**config.mk**
```make
export PLATFORM = sky130hd
export DESIGN_NAME = uart_rx_param
export DESIGN_NICKNAME = d
export VERILOG_FILES = /design/src/rtl/uart_rx_param_pkg.sv /design/src/rtl/uart_rx_param_sampler.sv /design/src/rtl/uart_rx_param.sv
export SDC_FILE = /design/constraint.sdc
export NUM_CORES = 1
export LEC_CHECK = 0
export BUFFER_PORTS_ARGS = -buffer_cell sky130_fd_sc_hd__buf_2
export CAP_MARGIN = 20
export CELL_PAD_IN_SITES_DETAIL_PLACEMENT = 1
export CELL_PAD_IN_SITES_GLOBAL_PLACEMENT = 1
export CORE_UTILIZATION = 45
export DETAILED_ROUTE_END_ITERATION = 12
export GPL_ROUTABILITY_DRIVEN = 0
export PLACE_DENSITY = 0.76
export SLEW_MARGIN = 20
export SYNTH_ARGS = -nofsm -noshare
export SYNTH_HDL_FRONTEND = slang
export SYNTH_HIERARCHICAL = 1
export SYNTH_SLANG_ARGS = --single-unit
export TNS_END_PERCENT = 1
```
**constraint.sdc**
```tcl
create_clock -name clk -period 2.7 [get_ports clk]
set_input_delay 0.135 -clock clk [delete_from_list [all_inputs] [get_ports clk]]
set_output_delay 0.135 -clock clk [all_outputs]
set_load 0.01 [all_outputs]
```
**src/rtl/uart_rx_param_pkg.sv**
```systemverilog
// Shared definitions for the parametrised oversampling UART receiver:
// FSM state encoding, parity mode codes, default oversampling factor
// and the 3-sample majority vote helper.
package uart_rx_param_pkg;

  typedef enum logic [2:0] {
    ST_IDLE   = 3'd0,
    ST_START  = 3'd1,
    ST_DATA   = 3'd2,
    ST_PARITY = 3'd3,
    ST_STOP   = 3'd4
  } rx_state_e;

  localparam int PARITY_NONE = 0;
  localparam int PARITY_EVEN = 1;
  localparam int PARITY_ODD  = 2;

  // Default number of ena ticks per bit period.
  localparam int SAMPLING_FACTOR = 16;

  // Majority of three samples taken around mid-bit.
  function automatic logic majority3(input logic a, input logic b, input logic c);
    return (a & b) | (a & c) | (b & c);
  endfunction

endpackage

```
**src/rtl/uart_rx_param_sampler.sv**
```systemverilog
// Line front end: 2-FF synchronizer, oversample counter and mid-bit
// majority vote. bit_mid_o strobes on the tick of the third (last) vote
// sample with bit_val_o valid; bit_end_o strobes on the counter wrap tick.
module uart_rx_sampler
  import uart_rx_param_pkg::*;
#(
  parameter int OVERSAMPLE = SAMPLING_FACTOR
) (
  input  logic clk,
  input  logic rst,
  input  logic ena_i,
  input  logic bit_i,
  input  logic os_clr_i,
  output logic rx_s_o,
  output logic bit_mid_o,
  output logic bit_end_o,
  output logic bit_val_o
);

  localparam int CW = $clog2(OVERSAMPLE);
  localparam logic [CW-1:0] VOTE_A  = CW'(OVERSAMPLE / 2 - 1);
  localparam logic [CW-1:0] VOTE_B  = CW'(OVERSAMPLE / 2);
  localparam logic [CW-1:0] VOTE_C  = CW'(OVERSAMPLE / 2 + 1);
  localparam logic [CW-1:0] OS_LAST = CW'(OVERSAMPLE - 1);

  logic          sync1_q;
  logic          rx_s_q;
  logic          samp_a_q;
  logic          samp_b_q;
  logic [CW-1:0] os_cnt_q;

  // Two-stage synchronizer; resets to the idle (high) line level.
  always_ff @(posedge clk or posedge rst) begin
    if (rst) begin
      sync1_q <= 1'b1;
      rx_s_q  <= 1'b1;
    end else begin
      sync1_q <= bit_i;
      rx_s_q  <= sync1_q;
    end
  end

  // Oversample position within the bit; held at 0 while the FSM is idle.
  always_ff @(posedge clk or posedge rst) begin
    if (rst) begin
      os_cnt_q <= '0;
    end else if (ena_i) begin
      if (os_clr_i || (os_cnt_q == OS_LAST)) begin
        os_cnt_q <= '0;
      end else begin
        os_cnt_q <= os_cnt_q + CW'(1);
      end
    end
  end

  // Capture the first two vote samples; the third is taken live.
  always_ff @(posedge clk or posedge rst) begin
    if (rst) begin
      samp_a_q <= 1'b0;
      samp_b_q <= 1'b0;
    end else if (ena_i) begin
      if (os_cnt_q == VOTE_A) samp_a_q <= rx_s_q;
      if (os_cnt_q == VOTE_B) samp_b_q <= rx_s_q;
    end
  end

  assign rx_s_o    = rx_s_q;
  assign bit_mid_o = ena_i && (os_cnt_q == VOTE_C);
  assign bit_end_o = ena_i && (os_cnt_q == OS_LAST);
  assign bit_val_o = majority3(samp_a_q, samp_b_q, rx_s_q);

endmodule

```
**src/rtl/uart_rx_param.sv**
```systemverilog
// Parametrised oversampling UART receiver: frame FSM, data shift register,
// parity/framing/overrun checks and the unread/rd_ack handshake.
module uart_rx_param
  import uart_rx_param_pkg::*;
#(
  parameter int DATA_BITS   = 8,
  parameter int OVERSAMPLE  = SAMPLING_FACTOR,
  parameter int PARITY_MODE = PARITY_NONE,
  parameter int STOP_BITS   = 1
) (
  input  logic                 clk,
  input  logic                 rst,
  input  logic                 ena,
  input  logic                 Bit_in,
  input  logic                 rd_ack,
  output logic [DATA_BITS-1:0] out,
  output logic                 data_valid,
  output logic                 parity_err,
  output logic                 frame_err,
  output logic                 overrun_err,
  output logic                 bussy
);

  localparam logic [3:0] LAST_DATA  = 4'(DATA_BITS - 1);
  localparam logic [3:0] LAST_STOP  = 4'(STOP_BITS - 1);
  localparam bit         HAS_PARITY = (PARITY_MODE == PARITY_EVEN) || (PARITY_MODE == PARITY_ODD);
  localparam bit         ODD_PARITY = (PARITY_MODE == PARITY_ODD);

  logic rx_s;
  logic bit_mid_s;
  logic bit_end_s;
  logic bit_val_s;
  logic os_clr_s;
  logic parity_bad_s;

  rx_state_e            state_q;
  logic                 armed_q;
  logic [DATA_BITS-1:0] shift_q;
  logic [3:0]           bit_cnt_q;
  logic                 par_bit_q;
  logic                 ferr_acc_q;
  logic                 unread_q;

  uart_rx_sampler #(.OVERSAMPLE(OVERSAMPLE)) u_sampler (
    .clk       (clk),
    .rst       (rst),
    .ena_i     (ena),
    .bit_i     (Bit_in),
    .os_clr_i  (os_clr_s),
    .rx_s_o    (rx_s),
    .bit_mid_o (bit_mid_s),
    .bit_end_o (bit_end_s),
    .bit_val_o (bit_val_s)
  );

  // The oversample counter restarts at the start-detect tick.
  assign os_clr_s = (state_q == ST_IDLE);

  // Data XOR parity bit must equal 1 for odd parity, 0 for even.
  assign parity_bad_s = HAS_PARITY && (((^shift_q) ^ par_bit_q) != ODD_PARITY);

  // Frame FSM with registered outputs; early exit at the last stop-bit vote.
  always_ff @(posedge clk or posedge rst) begin
    if (rst) begin
      state_q     <= ST_IDLE;
      armed_q     <= 1'b0;
      shift_q     <= '0;
      bit_cnt_q   <= 4'd0;
      par_bit_q   <= 1'b0;
      ferr_acc_q  <= 1'b0;
      unread_q    <= 1'b0;
      out         <= '0;
      data_valid  <= 1'b0;
      parity_err  <= 1'b0;
      frame_err   <= 1'b0;
      overrun_err <= 1'b0;
      bussy       <= 1'b0;
    end else begin
      data_valid <= 1'b0;
      if (rd_ack) begin
        unread_q    <= 1'b0;
        overrun_err <= 1'b0;
      end
      case (state_q)
        ST_IDLE: begin
          if (ena) begin
            if (armed_q && !rx_s) begin
              state_q    <= ST_START;
              armed_q    <= 1'b0;
              bussy      <= 1'b1;
              bit_cnt_q  <= 4'd0;
              ferr_acc_q <= 1'b0;
            end else if (rx_s) begin
              armed_q <= 1'b1;
            end
          end
        end
        ST_START: begin
          if (bit_mid_s && bit_val_s) begin
            state_q <= ST_IDLE;  // glitch: line was not really low
            bussy   <= 1'b0;
          end else if (bit_end_s) begin
            state_q <= ST_DATA;
          end
        end
        ST_DATA: begin
          if (bit_mid_s) shift_q <= {bit_val_s, shift_q[DATA_BITS-1:1]};
          if (bit_end_s) begin
            if (bit_cnt_q == LAST_DATA) begin
              bit_cnt_q <= 4'd0;
              state_q   <= HAS_PARITY ? ST_PARITY : ST_STOP;
            end else begin
              bit_cnt_q <= bit_cnt_q + 4'd1;
            end
          end
        end
        ST_PARITY: begin
          if (bit_mid_s) par_bit_q <= bit_val_s;
          if (bit_end_s) state_q <= ST_STOP;
        end
        ST_STOP: begin
          if (bit_mid_s) begin
            if (bit_cnt_q == LAST_STOP) begin
              out        <= shift_q;
              data_valid <= 1'b1;
              parity_err <= parity_bad_s;
              frame_err  <= ferr_acc_q | ~bit_val_s;
              if (unread_q && !rd_ack) overrun_err <= 1'b1;
              unread_q   <= 1'b1;
              state_q    <= ST_IDLE;
              bussy      <= 1'b0;
            end else begin
              ferr_acc_q <= ferr_acc_q | ~bit_val_s;
            end
          end else if (bit_end_s) begin
            bit_cnt_q <= bit_cnt_q + 4'd1;
          end
        end
        default: begin
          state_q <= ST_IDLE;
          bussy   <= 1'b0;
        end
      endcase
    end
  end

endmodule
```
==> reports/qor.txt <==
Filler cells = 456
Final layout net count = 204
Post-detailed-route wirelength per cell = 15.24 µm
MaxCap Viol Count = 0
Fmax achieved = 0.4499 GHz
Tightest slew margin relative to the limit = 0.5551
Final Hold Fails = 0
Min Tclk post-route = 2.223 ns
Number of gates resized after cts = 0
Count of mapped cells out of synthesis = 175
Seq cells post-synth = 38
Syn Std Cell Area = 0.001889 mm²
Count of input and output buffers = 16
Arrival @ worst endpoint = 2.40 ns
Die Y = 66.80 µm
Combined global-route utilization of all metal layers = 0.2099
Number of cells in the design after placement = 235
DR DRC count = 0
Number of standard-cell rows in the floorplan = 23
Crit path max fanout = 6
Vias in the first global route = 1434
Antenna violations before repair = 0
Most area-hungry cell type in the Yosys netlist = dfrtp_1
I/O pin total = 18
Commonest register cell after synthesis = dfrtp_1
Max clock buf depth = 2
Number of warnings issued by yosys = 6
Sinks on Clock Net = 38
Post-synth top cells = dfrtp_1, nand2_1, inv_1
Sort of element at the end of the critical path = flip-flop
Synthesized area per cell = 10.80 µm²
P_leak = 1.053 nW
Pin count of the biggest net entering global routing = 31
Final antenna diode count = 0
Worst setup slack after layout = 0.4772 ns
Worst Path Required = 2.87 ns
Global route total overflow = 0
Maximum single-stage delay on the critical path = 0.39 ns
Series of cell instances along the critical path = ha_1 > nand2_1 > nor2_1 > or3b_1 > a22oi_1 > nand2_1 > mux2_1
Post-DP HPWL = 2781 µm
Proportion of register bits with asynchronous set or reset after synthesis = 1.000
Effective utilization at floorplan = 0.4689
Run status = finished, final reports clean
Number of H-tree branching levels = 2
Number of nets in the synthesized netlist = 185
Post-route fraction of the period consumed by the critical path = 0.8232
Insertion delay of the later-clocked pin in the worst-skew pair = 0.29 ns
Global-route wire length before repair = 6699 µm
Setup total negative slack = 0 ns
CTS tree = yes
Sequential standard cell area = 953.4 µm²
Reg-to-reg setup timing slack = 0.48 ns
Core Area = 0.004029 mm²
Count of different cell masters after synthesis = 49
Most frequent CP cell = nand2_1
Hold Crit Depth = 2
Worst r2r path cells = 7
Worst min-delay path class = primary input to flip-flop
Count of pins over their slew limit = 0
Sum of routed wire length over all layers = 3734 µm
Layout Cells excl Fill = 245
Number of buffers created by CTS = 5
Final setup violation count = 0
Most numerous cell in the Yosys netlist = dfrtp_1
Category of the worst setup path launch point = flip-flop
Sink of the worst hold path = overrun_err
Maximum resistive drop on vdd = 0.2999 mV
Initial detailed-routing violation count = 55
Footprint of the multi-input gates = 845.8 µm²
Post-detailed-route count of antenna-violating nets = 0
Setup fix buffers added after clock tree synthesis = 0
Root Buffer = clkbuf_8
Number of vias in the routed layout = 1332
First-pass iteration count of the detailed router = 3
Layout cell share with drive strength beyond 1 = 0.2154
Slew at the pin with the worst max-slew slack = 0.6660 ns
Final setup skew = 0.005689 ns
Clock Pin Slew Worst Setup and Hold Paths = 0.07 ns
Setup repair after global routing missed its margin = false
Die footprint = 0.004462 mm²
Post-synth top area share = 0.4768
Register area share after synthesis = 0.5046
Startpoint of the worst-slack reg-to-reg timing path = u_sampler/os_cnt_q[0]
Area added between synthesis and finish = 12.25%
Terminus of the critical flop-to-flop path = bit_cnt_q[0]
Power Density = 639.9 mW/mm²
Number of flops mapped to enable cells by yosys = 0
Most area-consuming cells after synthesis = dfrtp_1, nand2_1, mux2_1
Critical Setup Path Class = flip-flop to flip-flop
Number of vias per cell = 5.437
Hold Path Origin = rd_ack
Highest-delay cell along the critical path = dfrtp_1
Post-place setup slack = 0.4961 ns
Die outline width = 66.80 µm
cells in the final DEF (no fill, tap or decap), types with 5 or more instances in the layout:
cell,netlist,final
nor3b_1,5,5
ha_1,5,5
clkbuf_8,0,5
nand2_1,31,31
mux2_1,6,6
inv_1,8,8
buf_2,3,16
o21ai_1,7,7
mux2_2,6,6
dfrtp_1,36,36
where the power goes:
part	total [mW]	internal, mW	switching [mW]
registers	0.686	0.625	0.0606
logic	0.212	0.102	0.110
clock network	0.460	0.276	0.184
critical path: cells and delay by family, from the launching register on:
kind	cells	cell delay (ns)
AND/OR/NAND/NOR	4	0.82
flip-flops	1	0.39
AO/OA/AOI/OAI	1	0.29
multiplexers	1	0.34
adder cells (fa/ha/maj)	1	0.27
timing repair:
item / CTS / global route
hold buffers: 2 / 0
hold endpoints to repair: 37 / 0
setup endpoints to repair: 0 / 0
per-stage QoR:
| step | hold slack [ns] | cell area [µm²] | total power, mW | utilization |
|---|---|---|---|---|
| 2_1_floorplan | -0.05077 | 1889 | 0.8574 | - |
| 3_3_place_gp | 0.09469 | 1994 | 0.8879 | 0.4950 |
| 3_5_place_dp | 0.1053 | 1994 | 0.9083 | 0.4950 |
| 4_1_cts | 0.02968 | 2121 | 1.381 | 0.5264 |
| 5_1_grt | 0.02721 | 2121 | 1.438 | 0.5264 |
| 6_report | 0.02875 | 2121 | 1.357 | 0.5264 |
cell type report:
type / count / share of cell area
clock buffer: 7 / 0.03599
clock inverter: 1 / 0.01416
inverter: 10 / 0.01770
multi-input combinational: 119 / 0.3988
sequential: 38 / 0.4496
tap: 50 / 0.02950
timing repair buffer: 20 / 0.05428
sequential cells by signal, summed over array words and instances (netlist names), 3 cells and up:
| signal | count |
|---|---|
| state_q | 3 |
| shift_q | 8 |
| u_sampler/os_cnt_q | 4 |
| out | 8 |
| bit_cnt_q | 4 |
routing by layer:
layer | global-route usage | up-vias | part of all wire
li1 | - | 638 | -
met1 | 0.2511 | 663 | 0.43
met2 | 0.3535 | 21 | 0.51
met3 | 0.03767 | 10 | 0.025
met4 | 0.1144 | 0 | 0.026
met5 | 0 | - | 0
worst max-delay path by stage:
stage,start,to,slack [ns],cells after the start
after floorplan,u_sampler/os_cnt_q[0],bit_cnt_q[0],0.74,7
after global placement,u_sampler/os_cnt_q[0],bit_cnt_q[0],0.59,7
after detailed placement,u_sampler/os_cnt_q[0],bit_cnt_q[0],0.50,7
after CTS,u_sampler/os_cnt_q[0],bit_cnt_q[0],0.47,7
after global routing,u_sampler/os_cnt_q[0],bit_cnt_q[0],0.27,7
final,u_sampler/os_cnt_q[0],bit_cnt_q[0],0.48,7
cell families (layout without fill, tap and decap cells):
| family | Yosys count | count (layout) | synth area share |
|---|---|---|---|
| fa+ha+maj | 6 | 6 | 0.03841 |
| buf+inv | 18 | 38 | 0.04768 |
| compound gates | 28 | 28 | 0.1020 |
| mux | 16 | 16 | 0.09536 |
| flops | 38 | 38 | 0.5046 |
| xor+xnor | 1 | 1 | 0.004637 |
| simple gates | 67 | 67 | 0.2053 |
| other cells | 1 | 1 | 0.001985 |
(Power assumes the default switching activity.)
